$ cat src/rtl/mem_bus_arbiter_if.sv
// Command/response burst port shared by both requesters and the memory side.
// The master modport drives commands and the slave modport answers them.
interface mem_bus_arbiter_if #(
  parameter int ADDR_W = 32,
  parameter int DATA_W = 32,
  parameter int LEN_W  = 3
);
  logic                  cmd_valid;
  logic                  cmd_ready;
  logic                  cmd_wr;
  logic [ADDR_W-1:0]     cmd_address;
  logic [DATA_W-1:0]     cmd_data;
  logic [DATA_W/8-1:0]   cmd_mask;
  logic [LEN_W-1:0]      cmd_length;
  logic                  rsp_valid;
  logic [DATA_W-1:0]     rsp_data;
  logic                  rsp_error;

  modport master (
    output cmd_valid, cmd_wr, cmd_address, cmd_data, cmd_mask, cmd_length,
    input  cmd_ready, rsp_valid, rsp_data, rsp_error
  );

  modport slave (
    input  cmd_valid, cmd_wr, cmd_address, cmd_data, cmd_mask, cmd_length,
    output cmd_ready, rsp_valid, rsp_data, rsp_error
  );
endinterface

$ cat src/rtl/mem_bus_arbiter.sv
// Two-port round-robin arbiter sharing one burst memory bus between the
// I-cache refiller (m0) and the D-cache command port (m1).
module mem_bus_arbiter #(
  parameter int ADDR_W = 32,
  parameter int DATA_W = 32,
  parameter int LEN_W  = 3
) (
  input  logic              clk,
  input  logic              resetn,
  mem_bus_arbiter_if.slave  m0,
  mem_bus_arbiter_if.slave  m1,
  mem_bus_arbiter_if.master mem,
  output logic              grant,
  output logic              busy,
  output logic              unexpected_rsp
);

  typedef enum logic [1:0] {IDLE, CMD, RSP} state_t;

  state_t             r_state;
  logic               r_grant;
  logic [LEN_W-1:0]   r_cnt;
  logic               r_wr;
  logic [LEN_W-1:0]   r_len;
  logic               r_unexp;

  logic               w_sel_valid;
  logic               w_sel_wr;
  logic [LEN_W-1:0]   w_sel_len;
  logic               w_in_cmd;
  logic               w_in_rsp;
  logic               w_accept;

  assign w_in_cmd    = (r_state == CMD);
  assign w_in_rsp    = (r_state == RSP);
  assign w_sel_valid = r_grant ? m1.cmd_valid  : m0.cmd_valid;
  assign w_sel_wr    = r_grant ? m1.cmd_wr     : m0.cmd_wr;
  assign w_sel_len   = r_grant ? m1.cmd_length : m0.cmd_length;
  assign w_accept    = w_in_cmd & w_sel_valid & mem.cmd_ready;

  assign mem.cmd_valid   = w_in_cmd & w_sel_valid;
  assign mem.cmd_wr      = w_sel_wr;
  assign mem.cmd_address = r_grant ? m1.cmd_address : m0.cmd_address;
  assign mem.cmd_data    = r_grant ? m1.cmd_data    : m0.cmd_data;
  assign mem.cmd_mask    = r_grant ? m1.cmd_mask    : m0.cmd_mask;
  assign mem.cmd_length  = w_sel_len;

  assign m0.cmd_ready = w_in_cmd & ~r_grant & mem.cmd_ready;
  assign m1.cmd_ready = w_in_cmd &  r_grant & mem.cmd_ready;

  // Response data fans out to both ports; only rsp_valid is steered.
  assign m0.rsp_valid = w_in_rsp & ~r_grant & mem.rsp_valid;
  assign m1.rsp_valid = w_in_rsp &  r_grant & mem.rsp_valid;
  assign m0.rsp_data  = mem.rsp_data;
  assign m1.rsp_data  = mem.rsp_data;
  assign m0.rsp_error = mem.rsp_error;
  assign m1.rsp_error = mem.rsp_error;

  assign grant          = r_grant;
  assign busy           = (r_state != IDLE);
  assign unexpected_rsp = r_unexp;

  // Burst type and length are latched on acceptance so the requester may
  // present its next command while the response phase is still running.
  always_ff @(posedge clk or negedge resetn) begin
    if (!resetn) begin
      r_state <= IDLE;
      r_grant <= 1'b1;
      r_cnt   <= '0;
      r_wr    <= 1'b0;
      r_len   <= '0;
      r_unexp <= 1'b0;
    end else begin
      r_unexp <= mem.rsp_valid & ~w_in_rsp;
      case (r_state)
        IDLE: begin
          if (m0.cmd_valid && m1.cmd_valid) r_grant <= ~r_grant;
          else if (m0.cmd_valid)            r_grant <= 1'b0;
          else if (m1.cmd_valid)            r_grant <= 1'b1;
          if (m0.cmd_valid || m1.cmd_valid) r_state <= CMD;
        end
        CMD: begin
          if (w_accept) begin
            r_wr  <= w_sel_wr;
            r_len <= w_sel_len;
            if (!w_sel_wr || r_cnt == w_sel_len) begin
              r_state <= RSP;
              r_cnt   <= '0;
            end else begin
              r_cnt <= r_cnt + LEN_W'(1);
            end
          end else if (!w_sel_valid && r_cnt == '0) begin
            // Withdrawn request before any beat moved: release the bus.
            r_state <= IDLE;
          end
        end
        RSP: begin
          if (mem.rsp_valid) begin
            if (r_wr || r_cnt == r_len) begin
              r_state <= IDLE;
              r_cnt   <= '0;
            end else begin
              r_cnt <= r_cnt + LEN_W'(1);
            end
          end
        end
        default: r_state <= IDLE;
      endcase
    end
  end

endmodule

$ cat src/flat_wrapper.sv
// flat-port wrapper written by rule: the top's interface ports become plain ports
module mem_bus_arbiter_flat 
#(
  parameter int ADDR_W = 32,
  parameter int DATA_W = 32,
  parameter int LEN_W  = 3
)
  (clk, resetn, grant, busy, unexpected_rsp, m0_cmd_valid, m0_cmd_wr, m0_cmd_address, m0_cmd_data, m0_cmd_mask, m0_cmd_length, m0_cmd_ready, m0_rsp_valid, m0_rsp_data, m0_rsp_error, m1_cmd_valid, m1_cmd_wr, m1_cmd_address, m1_cmd_data, m1_cmd_mask, m1_cmd_length, m1_cmd_ready, m1_rsp_valid, m1_rsp_data, m1_rsp_error, mem_cmd_valid, mem_cmd_wr, mem_cmd_address, mem_cmd_data, mem_cmd_mask, mem_cmd_length, mem_cmd_ready, mem_rsp_valid, mem_rsp_data, mem_rsp_error);
  mem_bus_arbiter_if #(.ADDR_W(ADDR_W), .DATA_W(DATA_W), .LEN_W(LEN_W)) m0_i ();
  mem_bus_arbiter_if #(.ADDR_W(ADDR_W), .DATA_W(DATA_W), .LEN_W(LEN_W)) m1_i ();
  mem_bus_arbiter_if #(.ADDR_W(ADDR_W), .DATA_W(DATA_W), .LEN_W(LEN_W)) mem_i ();
  input  logic clk;
  input  logic resetn;
  output logic grant;
  output logic busy;
  output logic unexpected_rsp;
  input wire logic [$bits(m0_i.cmd_valid)-1:0] m0_cmd_valid;
  input wire logic [$bits(m0_i.cmd_wr)-1:0] m0_cmd_wr;
  input wire logic [$bits(m0_i.cmd_address)-1:0] m0_cmd_address;
  input wire logic [$bits(m0_i.cmd_data)-1:0] m0_cmd_data;
  input wire logic [$bits(m0_i.cmd_mask)-1:0] m0_cmd_mask;
  input wire logic [$bits(m0_i.cmd_length)-1:0] m0_cmd_length;
  output wire logic [$bits(m0_i.cmd_ready)-1:0] m0_cmd_ready;
  output wire logic [$bits(m0_i.rsp_valid)-1:0] m0_rsp_valid;
  output wire logic [$bits(m0_i.rsp_data)-1:0] m0_rsp_data;
  output wire logic [$bits(m0_i.rsp_error)-1:0] m0_rsp_error;
  input wire logic [$bits(m1_i.cmd_valid)-1:0] m1_cmd_valid;
  input wire logic [$bits(m1_i.cmd_wr)-1:0] m1_cmd_wr;
  input wire logic [$bits(m1_i.cmd_address)-1:0] m1_cmd_address;
  input wire logic [$bits(m1_i.cmd_data)-1:0] m1_cmd_data;
  input wire logic [$bits(m1_i.cmd_mask)-1:0] m1_cmd_mask;
  input wire logic [$bits(m1_i.cmd_length)-1:0] m1_cmd_length;
  output wire logic [$bits(m1_i.cmd_ready)-1:0] m1_cmd_ready;
  output wire logic [$bits(m1_i.rsp_valid)-1:0] m1_rsp_valid;
  output wire logic [$bits(m1_i.rsp_data)-1:0] m1_rsp_data;
  output wire logic [$bits(m1_i.rsp_error)-1:0] m1_rsp_error;
  output wire logic [$bits(mem_i.cmd_valid)-1:0] mem_cmd_valid;
  output wire logic [$bits(mem_i.cmd_wr)-1:0] mem_cmd_wr;
  output wire logic [$bits(mem_i.cmd_address)-1:0] mem_cmd_address;
  output wire logic [$bits(mem_i.cmd_data)-1:0] mem_cmd_data;
  output wire logic [$bits(mem_i.cmd_mask)-1:0] mem_cmd_mask;
  output wire logic [$bits(mem_i.cmd_length)-1:0] mem_cmd_length;
  input wire logic [$bits(mem_i.cmd_ready)-1:0] mem_cmd_ready;
  input wire logic [$bits(mem_i.rsp_valid)-1:0] mem_rsp_valid;
  input wire logic [$bits(mem_i.rsp_data)-1:0] mem_rsp_data;
  input wire logic [$bits(mem_i.rsp_error)-1:0] mem_rsp_error;
  assign m0_i.cmd_valid = m0_cmd_valid;
  assign m0_i.cmd_wr = m0_cmd_wr;
  assign m0_i.cmd_address = m0_cmd_address;
  assign m0_i.cmd_data = m0_cmd_data;
  assign m0_i.cmd_mask = m0_cmd_mask;
  assign m0_i.cmd_length = m0_cmd_length;
  assign m0_cmd_ready = m0_i.cmd_ready;
  assign m0_rsp_valid = m0_i.rsp_valid;
  assign m0_rsp_data = m0_i.rsp_data;
  assign m0_rsp_error = m0_i.rsp_error;
  assign m1_i.cmd_valid = m1_cmd_valid;
  assign m1_i.cmd_wr = m1_cmd_wr;
  assign m1_i.cmd_address = m1_cmd_address;
  assign m1_i.cmd_data = m1_cmd_data;
  assign m1_i.cmd_mask = m1_cmd_mask;
  assign m1_i.cmd_length = m1_cmd_length;
  assign m1_cmd_ready = m1_i.cmd_ready;
  assign m1_rsp_valid = m1_i.rsp_valid;
  assign m1_rsp_data = m1_i.rsp_data;
  assign m1_rsp_error = m1_i.rsp_error;
  assign mem_cmd_valid = mem_i.cmd_valid;
  assign mem_cmd_wr = mem_i.cmd_wr;
  assign mem_cmd_address = mem_i.cmd_address;
  assign mem_cmd_data = mem_i.cmd_data;
  assign mem_cmd_mask = mem_i.cmd_mask;
  assign mem_cmd_length = mem_i.cmd_length;
  assign mem_i.cmd_ready = mem_cmd_ready;
  assign mem_i.rsp_valid = mem_rsp_valid;
  assign mem_i.rsp_data = mem_rsp_data;
  assign mem_i.rsp_error = mem_rsp_error;
  mem_bus_arbiter #(.ADDR_W(ADDR_W), .DATA_W(DATA_W), .LEN_W(LEN_W)) u_core (.clk(clk), .resetn(resetn), .m0(m0_i), .m1(m1_i), .mem(mem_i), .grant(grant), .busy(busy), .unexpected_rsp(unexpected_rsp));
endmodule
$ cat config.mk
export PLATFORM = sky130hd
export DESIGN_NAME = mem_bus_arbiter_flat
export DESIGN_NICKNAME = d
export VERILOG_FILES = /design/src/rtl/mem_bus_arbiter_if.sv /design/src/rtl/mem_bus_arbiter.sv /design/src/flat_wrapper.sv
export SDC_FILE = /design/constraint.sdc
export NUM_CORES = 1
export LEC_CHECK = 0
export ABC_CLOCK_PERIOD_IN_PS = 2100
export BUFFER_PORTS_ARGS = -buffer_cell sky130_fd_sc_hd__buf_4
export CORE_AREA = 2 2 127 129
export CTS_CLUSTER_DIAMETER = 120
export DETAILED_ROUTE_END_ITERATION = 6
export DIE_AREA = 0 0 129 131
export SYNTH_ARGS = -nofsm -noshare
export SYNTH_HDL_FRONTEND = slang
export SYNTH_SLANG_ARGS = --single-unit
$ cat constraint.sdc
create_clock -name clk -period 2.1 [get_ports clk]
set_input_delay 0.315 -clock clk [delete_from_list [all_inputs] [get_ports clk]]
set_output_delay 0.315 -clock clk [all_outputs]
set_load 0.05 [all_outputs]
==> results of run 1 <==
[final cells by class]
| class | count | area share [%] |
|---|---|---|
| sequential | 11 | 7.32 |
| inverter | 8 | 0.785 |
| tap | 216 | 7.06 |
| clock buffer | 4 | 2.06 |
| timing repair buffer | 242 | 50.4 |
| multi-input combinational | 133 | 32.4 |
[cell usage in the layout, fill, tap and decap left out, types with 2 or more instances in the layout]
master	netlist	routed
buf_12	0	3
xnor2_1	6	6
o21ai_1	2	3
nor2_1	4	4
a21oi_1	2	2
inv_1	8	8
mux2i_4	0	3
clkbuf_16	0	4
o21ai_0	6	5
mux2i_1	4	2
a31oi_1	2	2
buf_4	66	227
nand2_1	13	13
mux2_2	69	69
nor2b_1	3	3
buf_6	1	9
dfrtp_1	10	10
and2_1	3	2
ha_1	2	2
nand2b_1	2	2
[through the flow]
step / hold slack [ns] / area, sq um
floorplan: 0.0194 / 2050
global placement: 0.159 / 3540
detailed placement: 0.158 / 3540
CTS: 0.268 / 3750
global route: 0.298 / 3830
finish: 0.274 / 3830
[worst paths after layout]
check / to / slack, ns / cells after the start
setup / recovery: mem_cmd_length[0] / 0.02 / 6
hold / removal: u_core.grant / 0.27 / 2
setup reg to reg: u_core.r_cnt[2] / 0.03 / 7
hold reg to reg: u_core.r_wr / 0.48 / 2
max in group asynchronous: u_core.grant / 1.44 / 2
min in group asynchronous: u_core.r_wr / 0.44 / 2
[power breakdown]
part,internal (mW),switching (mW)
Sequential,0.317,0.126
Combinational,1.84,2.71
Clock,0.255,0.0906
Total,2.41,2.93
[cells in the mapped netlist (2+ instances only)]
master	instances
nor2b_1	3
clkbuf_1	2
nand2b_1	2
and2_1	3
buf_2	6
a31oi_1	2
dfrtp_1	10
mux2i_2	2
o21ai_1	2
mux2i_1	4
xnor2_1	6
nor2_1	4
ha_1	2
o21ai_0	6
nand2_1	13
mux2_2	69
inv_1	8
buf_4	66
a21oi_1	2
[flip-flops by register name, indices dropped and copies added, names as in the netlist]
signal                 flops
u_core.unexpected_rsp      1
u_core.r_wr                1
u_core.grant               1
u_core.r_len               3
u_core.r_state             2
u_core.r_cnt               3
[worst register-to-register path: stages, from the launching register on]
cell	delay, ns
dfstp_4	0.68
buf_12	0.12
buf_6	0.13
mux2i_4	0.25
xnor2_1	0.10
o311a_1	0.41
o22ai_2	0.19
nand2_1	0.08
[repair_timing]
item,in CTS,in global routing
resized for setup,8,11
endpoints found under the hold margin,10,0
hold buffers,1,0
buffers inserted,5,2
pin swaps,0,0
cloned,1,1
endpoints found under the setup margin,59,64
[metal layers]
metal	vias up	wire length [um]
li1	1058	-
met4	0	191
met3	33	895
met2	146	4730
met1	1031	3520
met5	-	0
[cells by family after synthesis]
group	count (synthesis)	synth area share, %
buffers and inverters	83	28.1
multiplexers	75	41.3
AND/OR/NAND/NOR	32	7.83
flip-flops	11	13.5
XOR/XNOR	6	2.57
adder cells (fa/ha/maj)	2	1.22
AO/OA/AOI/OAI	18	5.45
==> flow_metrics.tcl, run 1 <==
set metrics [dict create \
    grt_setup_unrepaired "true" \
    slowest_delay_ns 0.68 \
    port_buffers 229 \
    grt_pass1_wl_um 11600 \
    ys_seq_area_share_pct 13.5 \
    path_class "reg -> out" \
    finalHoldViolCount 0 \
    leakagePower_nw 1.86 \
    synth_warnings 0 \
    nets 584 \
    critPathTopFamily "flip-flops" \
    critPathBufInv 5 \
    final_core_util_pct 24.5 \
    drc 0 \
    fillers 1716 \
    dpl.cell_count 601 \
    ys.flop_type "dfrtp_1" \
    power_mw 5.34 \
    grt_max_degree 30 \
    start_util_pct 13.1 \
    crit_slowest_cell "dfstp_4" \
    start_kind "register" \
    synth.top_cell.area_share_pct 38.0 \
    cp_data_arrival_time_ns 1.77 \
    cp_max_fo 5 \
    syn_area_sq_um 2040 \
    irDropWorstVdd_v 0.000412 \
    netlist_instances 227 \
    syn_avg_cell_area_sq_um 9.01 \
    placeableCoreArea_sq_um 15600 \
    grt_util_met1_pct 10.9 \
    antenna_found_initial 0 \
    ant_nets 0 \
    fmax_mhz 480 \
    post-route-period-util_pct 99.1 \
    maxCapViolCount 0 \
    syn2layout_area_growth_pct 87.2 \
    overflow 0 \
    ys_types 34 \
    power_density_nw_per_um2 1390 \
    synth.ff_latch_count 11 \
    routed-via-count 2268 \
    setup_ws_ns 0.0184 \
    finalWeightedCongestion 0.758 \
    gr-usage-met2_pct 16.3 \
    cts_root_buf "clkbuf_16" \
    stdcell_count 614 \
    drtIter0Drc 51 \
    cts_tree "built" \
    skew_ns 0.00126 \
    r2r-start "u_core.grant" \
    min_period_ns 2.08 \
    worstHoldPathType "in -> reg" \
    crit_chain "buf_12 -> buf_6 -> mux2i_4 -> buf_4 -> inv_1 -> buf_4" \
    relSlewSlack_pct 50.3 \
    busiest_layer "met2" \
    dpl_worst_slack_ns 0.115 \
    wl_per_cell_um 15.2 \
    pin_count 329 \
    async_flop_share_pct 100 \
    clkSinkCount 11 \
    cts_max_level 1 \
    routed_wl_um 9340 \
    finalMaxSlewViolations 0 \
    grt_usage_pct 9.07 \
    seq_area_sq_um 280 \
    outcome "finished clean" \
    crit_required_ns 1.78 \
    clock_path_buffers 2 \
    fp-row-count 46 \
    drt-pass1-iter-count 4 \
    multiInputGateArea_sq_um 1240 \
    dp_hpwl_um 7800 \
    cts.reportedPaths.clkPinSlew_ns 0.04 \
    synth.net_count 412 \
    tightest_slew_ns 0.741 \
    numCtsBuffers 3 \
    num_antenna_cells 0 \
    drive_gt1_share_pct 80.7 \
    via_per_inst 3.69 \
    crit_path_frequent_cell "buf_4" \
    clock_latency_ns 0.24 \
    grt_use_met3_pct 1.95 \
    crit_path_start "u_core.grant" \
    grt_pass1_vias 2115 \
    synth-edff-count 0 \
    setup_tns_ns 0 \
    synth_top_area_cell "mux2_2" \
    endpoint_kind "output pin" \
    hp-start "m0_cmd_valid" \
    die_h_um 131 \
    final-setup-viol-count 0 \
    dieArea_sq_um 16900 \
    dieWidth_um 129 \
    netlist_top_cells_area "mux2_2 38%, buf_4 24%, dfrtp_1 12%, xnor2_1 2.6%, nand2_1 2.4%" \
]
No activity file was read; power rests on OpenSTA's default activity.
==> inputs of run 2 (changes only) <==
- PLACE_DENSITY: default -> 0.43
==> run 2 against run 1 <==
Compared with the run above: design area decreased by 1.1%; core utilization decreased by 0.28 points; critical endpoint is now mem_cmd_address[4]; sequential power decreased by 3%; clock skew about the same; clock-buffer cell count unchanged; wire length decreased by 4.4%; highest routed layer unchanged; non-clock buffer count decreased by 2.
==> flow_metrics.tcl, run 2 (synthesis results as in run 1) <==
set metrics [dict create \
    path_class "reg -> out" \
    setup_ws_ns 0.00998 \
    routed-via-count 2194 \
    grt_setup_unrepaired "true" \
    placeableCoreArea_sq_um 15600 \
    via_per_inst 3.58 \
    gr-usage-met2_pct 14.3 \
    cts_max_level 1 \
    wl_per_cell_um 14.6 \
    reg.largest.list "u_core.r_cnt (3), u_core.r_len (3), u_core.r_state (2)" \
    grt_util_met1_pct 11.2 \
    dp_hpwl_um 7420 \
    endpoint_kind "output pin" \
    tightest_slew_ns 0.559 \
    finalHoldViolCount 0 \
    drive_gt1_share_pct 80.1 \
    min_period_ns 2.09 \
    skew_ns 0.000889 \
    grt_use_met3_pct 1.79 \
    critPathTopFamily "flip-flops" \
    ff2ff_path_depth 6 \
    post-route-period-util_pct 99.5 \
    power_density_nw_per_um2 1390 \
    fillers 1710 \
    grt_max_degree 28 \
    hold_depth 2 \
    dieArea_sq_um 16900 \
    critPathBufInv 3 \
    slowest_delay_ns 0.65 \
    numCtsBuffers 3 \
    grt_pass1_vias 2102 \
    cp_data_arrival_time_ns 1.78 \
    cts.reportedPaths.clkPinSlew_ns 0.04 \
    rrSetupSlack_ns 0.15 \
    hp-start "m0_cmd_valid" \
    crit_chain "buf_4 -> buf_16 -> mux2_2 -> buf_4" \
    maxCapViolCount 0 \
    outcome "finished clean" \
    stdcell_count 612 \
    crit_path_frequent_cell "buf_4" \
    cts_root_buf "clkbuf_16" \
    grt_usage_pct 8.64 \
    crit_slowest_cell "dfstp_4" \
    setup_tns_ns 0 \
    start_kind "register" \
    routed_wl_um 8920 \
    start_util_pct 13.1 \
    relSlewSlack_pct 62.5 \
    final-setup-viol-count 0 \
    crit_required_ns 1.78 \
    r2r-start "u_core.grant" \
    dpl.cell_count 601 \
    die_h_um 131 \
    cts_tree "built" \
    final_cell_mix "228 x buf_4, 69 x mux2_2, 13 x nand2_1" \
    reg2reg_to "u_core.r_cnt[2]" \
    drt-pass1-iter-count 4 \
    irDropWorstVdd_v 0.000485 \
    drc 0 \
    grt_pass1_wl_um 11300 \
    cp_max_fo 14 \
    clock_path_buffers 2 \
    fmax_mhz 478 \
    ant_nets 0 \
    antenna_found_initial 0 \
    port_buffers 229 \
    finalMaxSlewViolations 0 \
    min_to "u_core.grant" \
    drtIter0Drc 59 \
    fp-row-count 46 \
    pin_count 329 \
    syn2layout_area_growth_pct 85.1 \
    nets 582 \
    dieWidth_um 129 \
    dpl_worst_slack_ns 0.135 \
    clock_latency_ns 0.24 \
    worstHoldPathType "in -> reg" \
    overflow 0 \
    busiest_layer "met2" \
    clkSinkCount 11 \
    layout_commonest_cell "buf_4" \
    num_antenna_cells 0 \
    finalWeightedCongestion 0.732 \
    leakagePower_nw 1.84 \
]
run 2: final cells by class:
cell class	instances	area, sq um	area share (%)
clock buffers	4	78.8	2.08
inverters	8	30.0	0.794
well taps	216	270	7.14
multi-input cells	133	1230	32.5
repair buffers	240	1900	50.1
flip-flops and latches	11	280	7.41
run 2: routing by layer:
metal  share of wire (%)  routed length [um]  vias up
met5                   0                   0        -
met1                  41                3620     1001
li1                    -                   -     1051
met2                  51                4510      116
met4                 1.6                 147        0
met3                 7.2                 643       26
run 2: worst max-delay path by stage:
stage,start,to,slack (ns),depth (start not counted)
floorplan,u_core.grant,mem_cmd_address[0],0.03,4
global placement,u_core.grant,mem_cmd_data[29],0.15,3
detailed placement,u_core.grant,mem_cmd_data[29],0.13,3
CTS,u_core.grant,mem_cmd_length[1],-0.03,5
global route,u_core.grant,mem_cmd_data[26],-0.01,4
finish,u_core.grant,mem_cmd_address[4],0.01,4
run 2: what timing repair did:
action | in CTS | in global routing
resized for setup | 4 | 13
hold endpoints to repair | 10 | 0
hold buffers | 1 | 0
cloned | 1 | 1
setup endpoints to repair | 68 | 31
buffers inserted | 1 | 3
run 2: worst register-to-register path, stage by stage, from the launching register on:
cell	delay [ns]
dfstp_4	0.65
buf_6	0.17
mux2i_4	0.27
xnor2_1	0.11
o311a_1	0.39
o22ai_1	0.18
nand2_1	0.07
run 2: report_power, final:
group          switching [mW]  internal, mW
logic                    2.71          1.78
clock network          0.0918         0.255
registers               0.115         0.317
run 2: through the flow:
step	cell area, sq um	hold WS, ns	utilization (%)	power (mW)
floorplan	2050	0.0194	-	3.73
global placement	3540	0.163	22.7	4.60
detailed placement	3540	0.161	22.7	4.61
CTS	3680	0.278	23.6	5.10
global route	3780	0.282	24.3	5.52
finish	3780	0.284	24.3	5.27
